[src/rtl/pcie_rx_wr_arb.sv]
// pcie_rx_wr_arb: shared memory write-port arbiter for the PCIe receive path, with per-requester beat FIFOs.
// Optional statistics counters are built when PCIE_RX_WR_ARB_STATS_EN is defined.
`ifndef MEM_ADDR_BITS
`define MEM_ADDR_BITS 16
`endif

module pcie_rx_wr_arb #(
  parameter int unsigned ADDR_W       = `MEM_ADDR_BITS,
  parameter int unsigned FIFO_DEPTH   = 8,
  parameter int unsigned AFULL_THRESH = 6,
  parameter int unsigned MAX_BURST    = 4
) (
  input  logic              pcie_clk,
  input  logic              rst,
  input  logic [1:0]        wr_if_select_wr,
  input  logic [1:0]        wr_if_select_cm,
  input  logic [3:0]        wr_mem_select_wr,
  input  logic [3:0]        wr_mem_select_cm,
  input  logic [ADDR_W-1:0] wr_addr_hi_wr,
  input  logic [ADDR_W-1:0] wr_addr_hi_cm,
  input  logic [ADDR_W-1:0] wr_addr_lo_wr,
  input  logic [ADDR_W-1:0] wr_addr_lo_cm,
  input  logic [31:0]       wr_data_hi_wr,
  input  logic [31:0]       wr_data_hi_cm,
  input  logic [31:0]       wr_data_lo_wr,
  input  logic [31:0]       wr_data_lo_cm,
  input  logic [3:0]        wr_mask_hi_wr,
  input  logic [3:0]        wr_mask_hi_cm,
  input  logic [3:0]        wr_mask_lo_wr,
  input  logic [3:0]        wr_mask_lo_cm,
  input  logic              wr_en_hi_wr,
  input  logic              wr_en_hi_cm,
  input  logic              wr_en_lo_wr,
  input  logic              wr_en_lo_cm,
  output logic              wr_afull_wr,
  output logic              wr_afull_cm,
  output logic [1:0]        wr_if_select,
  output logic [3:0]        wr_mem_select,
  output logic [ADDR_W-1:0] wr_addr_hi,
  output logic [ADDR_W-1:0] wr_addr_lo,
  output logic [31:0]       wr_data_hi,
  output logic [31:0]       wr_data_lo,
  output logic [3:0]        wr_mask_hi,
  output logic [3:0]        wr_mask_lo,
  output logic              wr_en_hi,
  output logic              wr_en_lo,
  output logic              ovf_wr,
  output logic              ovf_cm,
  output logic [31:0]       stat_grant_wr,
  output logic [31:0]       stat_grant_cm,
  output logic [31:0]       stat_ovf_cnt
);

  localparam int unsigned PTR_W  = $clog2(FIFO_DEPTH);
  localparam int unsigned OCC_W  = PTR_W + 1;
  localparam int unsigned BCNT_W = $clog2(MAX_BURST) + 1;

  typedef struct packed {
    logic [1:0]        if_sel;
    logic [3:0]        mem_sel;
    logic [ADDR_W-1:0] addr_hi;
    logic [ADDR_W-1:0] addr_lo;
    logic [31:0]       data_hi;
    logic [31:0]       data_lo;
    logic [3:0]        mask_hi;
    logic [3:0]        mask_lo;
    logic              en_hi;
    logic              en_lo;
  } beat_t;

  // Index 0 is the posted-write requester, index 1 the completion requester.
  beat_t             w_in      [2];
  logic [1:0]        w_valid;
  beat_t             r_mem     [2][FIFO_DEPTH];
  logic [PTR_W-1:0]  r_wp      [2];
  logic [PTR_W-1:0]  r_rp      [2];
  logic [OCC_W-1:0]  r_occ     [2];
  logic [OCC_W-1:0]  w_occ_nxt [2];
  logic [1:0]        w_ne;
  logic [1:0]        w_full;
  logic [1:0]        w_acc;
  logic [1:0]        w_drop;
  logic [1:0]        w_pop;
  logic [1:0]        r_afull;
  logic [1:0]        r_ovf;
  logic              r_grant;
  logic              w_grant_nxt;
  logic [BCNT_W-1:0] r_bcnt;
  logic [BCNT_W-1:0] w_bcnt_nxt;
  logic [BCNT_W-1:0] w_bcnt_inc;
  beat_t             w_head;
  beat_t             r_out;

  assign w_in[0] = {wr_if_select_wr, wr_mem_select_wr, wr_addr_hi_wr, wr_addr_lo_wr,
                    wr_data_hi_wr, wr_data_lo_wr, wr_mask_hi_wr, wr_mask_lo_wr,
                    wr_en_hi_wr, wr_en_lo_wr};
  assign w_in[1] = {wr_if_select_cm, wr_mem_select_cm, wr_addr_hi_cm, wr_addr_lo_cm,
                    wr_data_hi_cm, wr_data_lo_cm, wr_mask_hi_cm, wr_mask_lo_cm,
                    wr_en_hi_cm, wr_en_lo_cm};

  // A beat presented while rst is high never reaches a FIFO.
  assign w_valid[0] = ~rst & (wr_en_hi_wr | wr_en_lo_wr);
  assign w_valid[1] = ~rst & (wr_en_hi_cm | wr_en_lo_cm);

  // FIFO status from registered occupancy.
  always_comb begin
    w_ne   = '0;
    w_full = '0;
    for (int i = 0; i < 2; i++) begin
      w_ne[i]   = (r_occ[i] != '0);
      w_full[i] = (r_occ[i] == OCC_W'(FIFO_DEPTH));
    end
  end

  // Round-robin scheduler with burst limit.
  always_comb begin
    w_pop       = '0;
    w_grant_nxt = r_grant;
    w_bcnt_nxt  = r_bcnt;
    w_bcnt_inc  = (r_bcnt >= BCNT_W'(MAX_BURST)) ? BCNT_W'(MAX_BURST) : r_bcnt + 1'b1;
    if (w_ne == 2'b11) begin
      if (r_bcnt < BCNT_W'(MAX_BURST)) begin
        w_pop[r_grant] = 1'b1;
        w_bcnt_nxt     = r_bcnt + 1'b1;
      end else begin
        w_grant_nxt        = ~r_grant;
        w_pop[w_grant_nxt] = 1'b1;
        w_bcnt_nxt         = BCNT_W'(1);
      end
    end else if (w_ne != 2'b00) begin
      w_pop       = w_ne;
      w_grant_nxt = w_ne[1];
      w_bcnt_nxt  = (w_ne[1] != r_grant) ? BCNT_W'(1) : w_bcnt_inc;
    end
  end

  // A pop in the same cycle frees a slot, so a push into a full FIFO still succeeds.
  always_comb begin
    w_acc  = '0;
    w_drop = '0;
    for (int i = 0; i < 2; i++) begin
      w_acc[i]     = w_valid[i] & (~w_full[i] | w_pop[i]);
      w_drop[i]    = w_valid[i] & w_full[i] & ~w_pop[i];
      w_occ_nxt[i] = r_occ[i] + OCC_W'(w_acc[i]) - OCC_W'(w_pop[i]);
    end
  end

  assign w_head = r_mem[w_grant_nxt][r_rp[w_grant_nxt]];

  // Beat storage carries no reset; pointers and occupancy define validity.
  always_ff @(posedge pcie_clk) begin
    for (int i = 0; i < 2; i++) begin
      if (w_acc[i]) begin
        r_mem[i][r_wp[i]] <= w_in[i];
      end
    end
  end

  always_ff @(posedge pcie_clk) begin
    if (rst) begin
      for (int i = 0; i < 2; i++) begin
        r_wp[i]  <= '0;
        r_rp[i]  <= '0;
        r_occ[i] <= '0;
      end
      r_afull <= '0;
      r_ovf   <= '0;
      r_grant <= 1'b0;
      r_bcnt  <= '0;
      r_out   <= '0;
    end else begin
      for (int i = 0; i < 2; i++) begin
        if (w_acc[i]) begin
          r_wp[i] <= r_wp[i] + 1'b1;
        end
        if (w_pop[i]) begin
          r_rp[i] <= r_rp[i] + 1'b1;
        end
        r_occ[i]   <= w_occ_nxt[i];
        r_afull[i] <= (w_occ_nxt[i] >= OCC_W'(AFULL_THRESH));
        if (w_drop[i]) begin
          r_ovf[i] <= 1'b1;
        end
      end
      r_grant <= w_grant_nxt;
      r_bcnt  <= w_bcnt_nxt;
      // Idle cycles only drop the enables; the rest of the port holds.
      if (w_pop != 2'b00) begin
        r_out <= w_head;
      end else begin
        r_out.en_hi <= 1'b0;
        r_out.en_lo <= 1'b0;
      end
    end
  end

  assign wr_afull_wr   = r_afull[0];
  assign wr_afull_cm   = r_afull[1];
  assign ovf_wr        = r_ovf[0];
  assign ovf_cm        = r_ovf[1];
  assign wr_if_select  = r_out.if_sel;
  assign wr_mem_select = r_out.mem_sel;
  assign wr_addr_hi    = r_out.addr_hi;
  assign wr_addr_lo    = r_out.addr_lo;
  assign wr_data_hi    = r_out.data_hi;
  assign wr_data_lo    = r_out.data_lo;
  assign wr_mask_hi    = r_out.mask_hi;
  assign wr_mask_lo    = r_out.mask_lo;
  assign wr_en_hi      = r_out.en_hi;
  assign wr_en_lo      = r_out.en_lo;

`ifdef PCIE_RX_WR_ARB_STATS_EN
  logic [31:0] r_stat_gwr;
  logic [31:0] r_stat_gcm;
  logic [31:0] r_stat_ovf;

  // Free-running counters, wrapping at 2^32.
  always_ff @(posedge pcie_clk) begin
    if (rst) begin
      r_stat_gwr <= '0;
      r_stat_gcm <= '0;
      r_stat_ovf <= '0;
    end else begin
      r_stat_gwr <= r_stat_gwr + 32'(w_pop[0]);
      r_stat_gcm <= r_stat_gcm + 32'(w_pop[1]);
      r_stat_ovf <= r_stat_ovf + 32'(w_drop[0]) + 32'(w_drop[1]);
    end
  end

  assign stat_grant_wr = r_stat_gwr;
  assign stat_grant_cm = r_stat_gcm;
  assign stat_ovf_cnt  = r_stat_ovf;
`else
  assign stat_grant_wr = '0;
  assign stat_grant_cm = '0;
  assign stat_ovf_cnt  = '0;
`endif

endmodule
[config.mk]
export PLATFORM = sky130hd
export DESIGN_NAME = pcie_rx_wr_arb
export DESIGN_NICKNAME = d
export VERILOG_FILES = /design/src/rtl/pcie_rx_wr_arb.sv
export SDC_FILE = /design/constraint.sdc
export NUM_CORES = 2
export LEC_CHECK = 0
export CORE_ASPECT_RATIO = 0.6
export CORE_MARGIN = 5
export CORE_UTILIZATION = 45
export CTS_BUF_LIST = sky130_fd_sc_hd__clkbuf_16
export DETAILED_ROUTE_END_ITERATION = 10
export PLACE_DENSITY = 0.72
export SLEW_MARGIN = 20
export SYNTH_ARGS = -nofsm -noshare
export SYNTH_HDL_FRONTEND = slang
export SYNTH_SLANG_ARGS = --single-unit
[constraint.sdc]
create_clock -name pcie_clk -period 19.55 [get_ports pcie_clk]
set_clock_uncertainty 0.2 [all_clocks]
set_input_delay 3.91 -clock pcie_clk [delete_from_list [all_inputs] [get_ports pcie_clk]]
set_output_delay 3.91 -clock pcie_clk [all_outputs]
set_load 0.01 [all_outputs]
==> flow_metrics.py <==
metrics = {
    "cells_and_area": {
        "layout.nets": 5355,
        "drive_above_1_share_pct": 7.429,
        "flow.area_growth_from_synthesis_pct": 14.06,
        "fin_area_mm2": 0.08854,
        "ff_latch_area_mm2": 0.05673,
        "stdcell_count": 7558,
        "nFillCells": 13720,
        "multiInputGateArea_mm2": 0.01899,
        "post-route-util_pct": 51.48,
    },
    "yosys": {
        "post_synth.cell_area_avg_um2": 15.78,
        "share_of_synthesized_area_occupied_by_flip_flops_and_latches_pct": 73.08,
        "synth-seq-cells": 1932,
        "ys_top_cells_by_area": "sky130_fd_sc_hd__edfxtp_1, sky130_fd_sc_hd__mux2i_1, sky130_fd_sc_hd__dfxtp_1",
        "post-synth-top-area-fraction_pct": 69.78,
        "synth_top_cell_by_area": "sky130_fd_sc_hd__edfxtp_1",
        "synth_edf_count": 1804,
        "async_s_r_ff_share_synth_pct": 0,
        "ys_dominant_reg_cell": "sky130_fd_sc_hd__edfxtp_1",
        "syn-instance-count": 4918,
        "cell_area_after_synthesis_mm2": 0.07763,
        "synth-warning-count": 0,
        "yosys.cell_types.count": 54,
    },
    "clock_tree": {
        "cts.repair_timing.setup_buffer_count": 0,
        "clock_tree.htree_level_count": 4,
        "clock_tree.buffer_depth": 3,
        "cts.reportedPaths.clkPinSlew_ps": 60,
        "clock-root-buffer": "sky130_fd_sc_hd__clkbuf_16",
        "cts_inserted_buffers": 180,
        "cts-resized-gates": 0,
        "worst_skew_pair.late_latency_ps": 810,
        "cts_tree": "yes",
        "clock_sink_count": 1932,
        "cts_hold_buf": 0,
    },
    "timing": {
        "final.min_clock_period_ps": 7586,
        "timing.fmax_mhz": 131.8,
        "setup_violations": 0,
        "max-slew-margin-rel_pct": 6.917,
        "finalHoldViolations": 0,
        "timing_max_transition_violations_final": 0,
        "rsz_0062_raised_after_global_routing": "no",
        "worst_slew_pin_slew_ps": 1396,
        "tns_ps": 0,
        "fin_crit_sh_pct": 38.80,
    },
    "placed_design": {
        "placed_cells_incl_taps": 7206,
        "quantity_of_i_o_buffers_inserted_on_ports": 341,
        "dp_hpwl_um": 123400,
        "detailed_place.area_mm2": 0.08287,
        "finalWeightedCongestion": 0.8021,
    },
    "routing": {
        "drtIter0Drc": 6404,
        "routedWlPerCell_um": 29.40,
        "post_route_drc_violation_count": 0,
        "drt.antenna.violating_nets": 0,
        "wirelength_um": 222200,
        "route.detailed.vias_per_inst": 6.311,
        "route.vias.total": 47700,
        "drt_first_pass_iters": 6,
    },
    "power_and_ir_drop": {
        "power.ir.vdd_worst_mv": 0.2168,
        "power.density_cell_area_mw_per_mm2": 152.2,
        "cellLeakagePower_nw": 28.12,
        "p_total_mw": 13.48,
    },
    "floorplanning": {
        "fp.dieW_um": 546.2,
        "core_area_mm2": 0.1720,
        "floorplan.initialDensity_pct": 45.13,
        "fp-row-count": 118,
        "vertical_die_dimension_um": 331.7,
        "design.die.area_mm2": 0.1812,
        "pin_count": 438,
    },
    "worst_setup_path": {
        "crit_arrival_ps": 7800,
        "crit_slowest_cell": "sky130_fd_sc_hd__buf_4",
        "cp_num_buf_inv": 3,
        "crit-reg2reg-capture": "r_mem[1][531]",
        "critPathMostFrequentCell": "sky130_fd_sc_hd__buf_4",
        "critPathLaunchType": "input pin",
        "timing.critical_path.to_type": "flop",
        "r2r_startpoint": "r_occ[0][2]",
        "crit_fanout": 66,
        "cpPeakStageDelay_ps": 860,
        "worstSetupPathType": "input pin to flop",
        "reg2reg_setup_slack_ps": 14720,
        "path_cells": "clkdlybuf4s50_1, nor2_1, a211oi_1, nand2_1, nor3b_2, buf_4, buf_4",
        "reg2regPathDepth": 9,
        "critical-path-top-delay-family": "buffers and inverters",
        "worst-endpoint-required_ps": 19760,
    },
    "hold_path": {
        "min-delay-start": "wr_data_hi[11]",
        "hold-path-cell-count": 1,
        "hold-path-endpoint": "wr_data_hi[11]",
        "timing.hold.worst.class": "flop to flop",
    },
    "global_route": {
        "grt_max_degree": 173,
        "globalRoute.busiestLayer": "met2",
        "grtUsageTotal_pct": 23.59,
        "global_route_wire_length_before_repair_um": 319700,
        "grt_util_met3_pct": 5.952,
        "use_met1_pct": 34.87,
        "grt_antenna_before_repair": 26,
        "met2_routing_resource_usage_after_global_routing_pct": 35.15,
        "grt_pass1_vias": 45630,
        "global_route.overflow_total": 0,
    },
    "status": {
        "status": "finished clean",
    },
    "flow_run": {
        "maxCapViolCount": 0,
    },
}
[worst max path at each step]
| stage | startpoint | to | slack, ps | cells past startpoint |
|---|---|---|---|---|
| CTS | wr_en_hi_cm | r_mem[1][535] | 12000 | 7 |
| global route | wr_en_hi_cm | r_mem[1][494] | 11770 | 7 |
| finish | wr_en_hi_cm | r_mem[1][531] | 11960 | 7 |
| global placement | rst | r_mem[1][541] | 11190 | 7 |
| floorplan | wr_en_lo_wr | r_mem[0][784] | 3800 | 4 |
| detailed placement | wr_en_hi_cm | r_mem[1][533] | 11170 | 7 |
[worst reg2reg max path: cells and delay by family, from the launching register on]
| kind | cells | cell delay (ps) |
|---|---|---|
| adder cells (fa/ha/maj) | 1 | 210 |
| buffers and inverters | 3 | 1830 |
| flip-flops | 1 | 290 |
| AND/OR/NAND/NOR | 3 | 1010 |
| AO/OA/AOI/OAI | 2 | 830 |
[synthesized netlist by cell type, types with 8 or more instances]
master / count
sky130_fd_sc_hd__ha_1: 18
sky130_fd_sc_hd__nand2b_1: 11
sky130_fd_sc_hd__mux2i_1: 440
sky130_fd_sc_hd__nand3_1: 112
sky130_fd_sc_hd__o22ai_1: 283
sky130_fd_sc_hd__o211ai_1: 62
sky130_fd_sc_hd__a221oi_1: 160
sky130_fd_sc_hd__nor2b_1: 387
sky130_fd_sc_hd__a22oi_1: 158
sky130_fd_sc_hd__edfxtp_1: 1804
sky130_fd_sc_hd__o21ai_0: 107
sky130_fd_sc_hd__dfxtp_1: 128
sky130_fd_sc_hd__nand2_1: 144
sky130_fd_sc_hd__o21ai_1: 10
sky130_fd_sc_hd__a2111oi_0: 222
sky130_fd_sc_hd__buf_1: 34
sky130_fd_sc_hd__xnor2_1: 8
sky130_fd_sc_hd__a32o_1: 110
sky130_fd_sc_hd__a21oi_1: 61
sky130_fd_sc_hd__buf_2: 59
sky130_fd_sc_hd__clkbuf_1: 317
sky130_fd_sc_hd__a2bb2oi_1: 64
sky130_fd_sc_hd__inv_1: 19
sky130_fd_sc_hd__nor2_1: 32
sky130_fd_sc_hd__buf_6: 9
sky130_fd_sc_hd__buf_4: 98
[sequential cells by signal, summed over array words and instances, names as in the netlist, 4 cells and up]
signal / cells
r_mem: 1792
wr_data_hi: 32
wr_data_lo: 32
wr_addr_hi: 16
wr_addr_lo: 16
r_occ: 8
r_rp: 6
r_wp: 6
wr_mask_hi: 4
wr_mask_lo: 4
wr_mem_select: 4
[routing by layer]
layer | part of all wire, % | vias to the layer above | routed length, um
met1 | 42 | 24180 | 93520
met5 | 0.021 | - | 47
met4 | 2.2 | 8 | 4880
met2 | 45 | 3025 | 99160
li1 | - | 20090 | -
met3 | 11 | 395 | 24600
[placed cells by master (no fill, tap or decap), types with 8 or more instances in the layout]
| master | synthesis | final |
|---|---|---|
| sky130_fd_sc_hd__mux2i_1 | 440 | 440 |
| sky130_fd_sc_hd__a32o_1 | 110 | 110 |
| sky130_fd_sc_hd__dfxtp_1 | 128 | 128 |
| sky130_fd_sc_hd__nor2b_1 | 387 | 383 |
| sky130_fd_sc_hd__conb_1 | 1 | 96 |
| sky130_fd_sc_hd__clkinv_1 | 0 | 45 |
| sky130_fd_sc_hd__bufinv_16 | 0 | 9 |
| sky130_fd_sc_hd__clkbuf_16 | 0 | 186 |
| sky130_fd_sc_hd__nor2_4 | 0 | 9 |
| sky130_fd_sc_hd__o21ai_0 | 107 | 107 |
| sky130_fd_sc_hd__nand2b_1 | 11 | 10 |
| sky130_fd_sc_hd__a221oi_1 | 160 | 160 |
| sky130_fd_sc_hd__diode_2 | 0 | 15 |
| sky130_fd_sc_hd__a2111oi_0 | 222 | 222 |
| sky130_fd_sc_hd__buf_4 | 98 | 77 |
| sky130_fd_sc_hd__o22ai_1 | 283 | 283 |
| sky130_fd_sc_hd__a21oi_1 | 61 | 59 |
| sky130_fd_sc_hd__nand2_1 | 144 | 143 |
| sky130_fd_sc_hd__nand3_1 | 112 | 111 |
| sky130_fd_sc_hd__edfxtp_1 | 1804 | 1804 |
| sky130_fd_sc_hd__xnor2_1 | 8 | 8 |
| sky130_fd_sc_hd__buf_12 | 0 | 12 |
| sky130_fd_sc_hd__ha_1 | 18 | 18 |
| sky130_fd_sc_hd__a2bb2oi_1 | 64 | 64 |
| sky130_fd_sc_hd__o211ai_1 | 62 | 62 |
| sky130_fd_sc_hd__a22oi_1 | 158 | 158 |
| sky130_fd_sc_hd__clkdlybuf4s50_1 | 0 | 341 |
| sky130_fd_sc_hd__inv_1 | 19 | 66 |
| sky130_fd_sc_hd__o21ai_1 | 10 | 9 |
| sky130_fd_sc_hd__nor2_1 | 32 | 23 |
| sky130_fd_sc_hd__clkinv_2 | 0 | 37 |
[where the power goes]
group	leakage, nW	total, mW	internal, mW	switching, mW
logic	7.75	4.90	1.64	3.26
clock network	2.95	3.34	1.84	1.50
registers	17.4	5.24	5.01	0.229
[per-stage QoR]
| stage | worst slack, ps | hold slack [ps] |
|---|---|---|
| 2_1_floorplan | 3803 | 269.5 |
| 3_3_place_gp | 11190 | 257.7 |
| 3_5_place_dp | 11170 | 274.2 |
| 4_1_cts | 12000 | 288.2 |
| 5_1_grt | 11770 | 313.9 |
| 6_report | 11960 | 290.1 |
[cells by family (layout without fill, tap and decap cells)]
group / count (synthesis) / after routing / share of synthesized area, %
muxes: 448 / 448 / 5.876
adders and majority gates: 20 / 20 / 0.3417
AOI/OAI and AO/OA: 1252 / 1252 / 12.17
buffers and inverters: 536 / 786 / 3.248
DFF: 1932 / 1932 / 73.08
and+or+nand+nor: 719 / 719 / 5.154
other: 1 / 111 / 0.004831
xor gates and xnor gates: 10 / 10 / 0.1225
[area by class of cell]
type / instances / share of cell area [%]
diodes: 15 / 0.04239
clock buffers: 186 / 5.257
clock inverters: 150 / 1.081
inverters: 19 / 0.08196
multi-input cells: 2545 / 21.45
flip-flops and latches: 1932 / 64.08
well taps: 2280 / 3.222
repair buffers: 431 / 4.792
No activity file was read; power rests on OpenSTA's default activity.
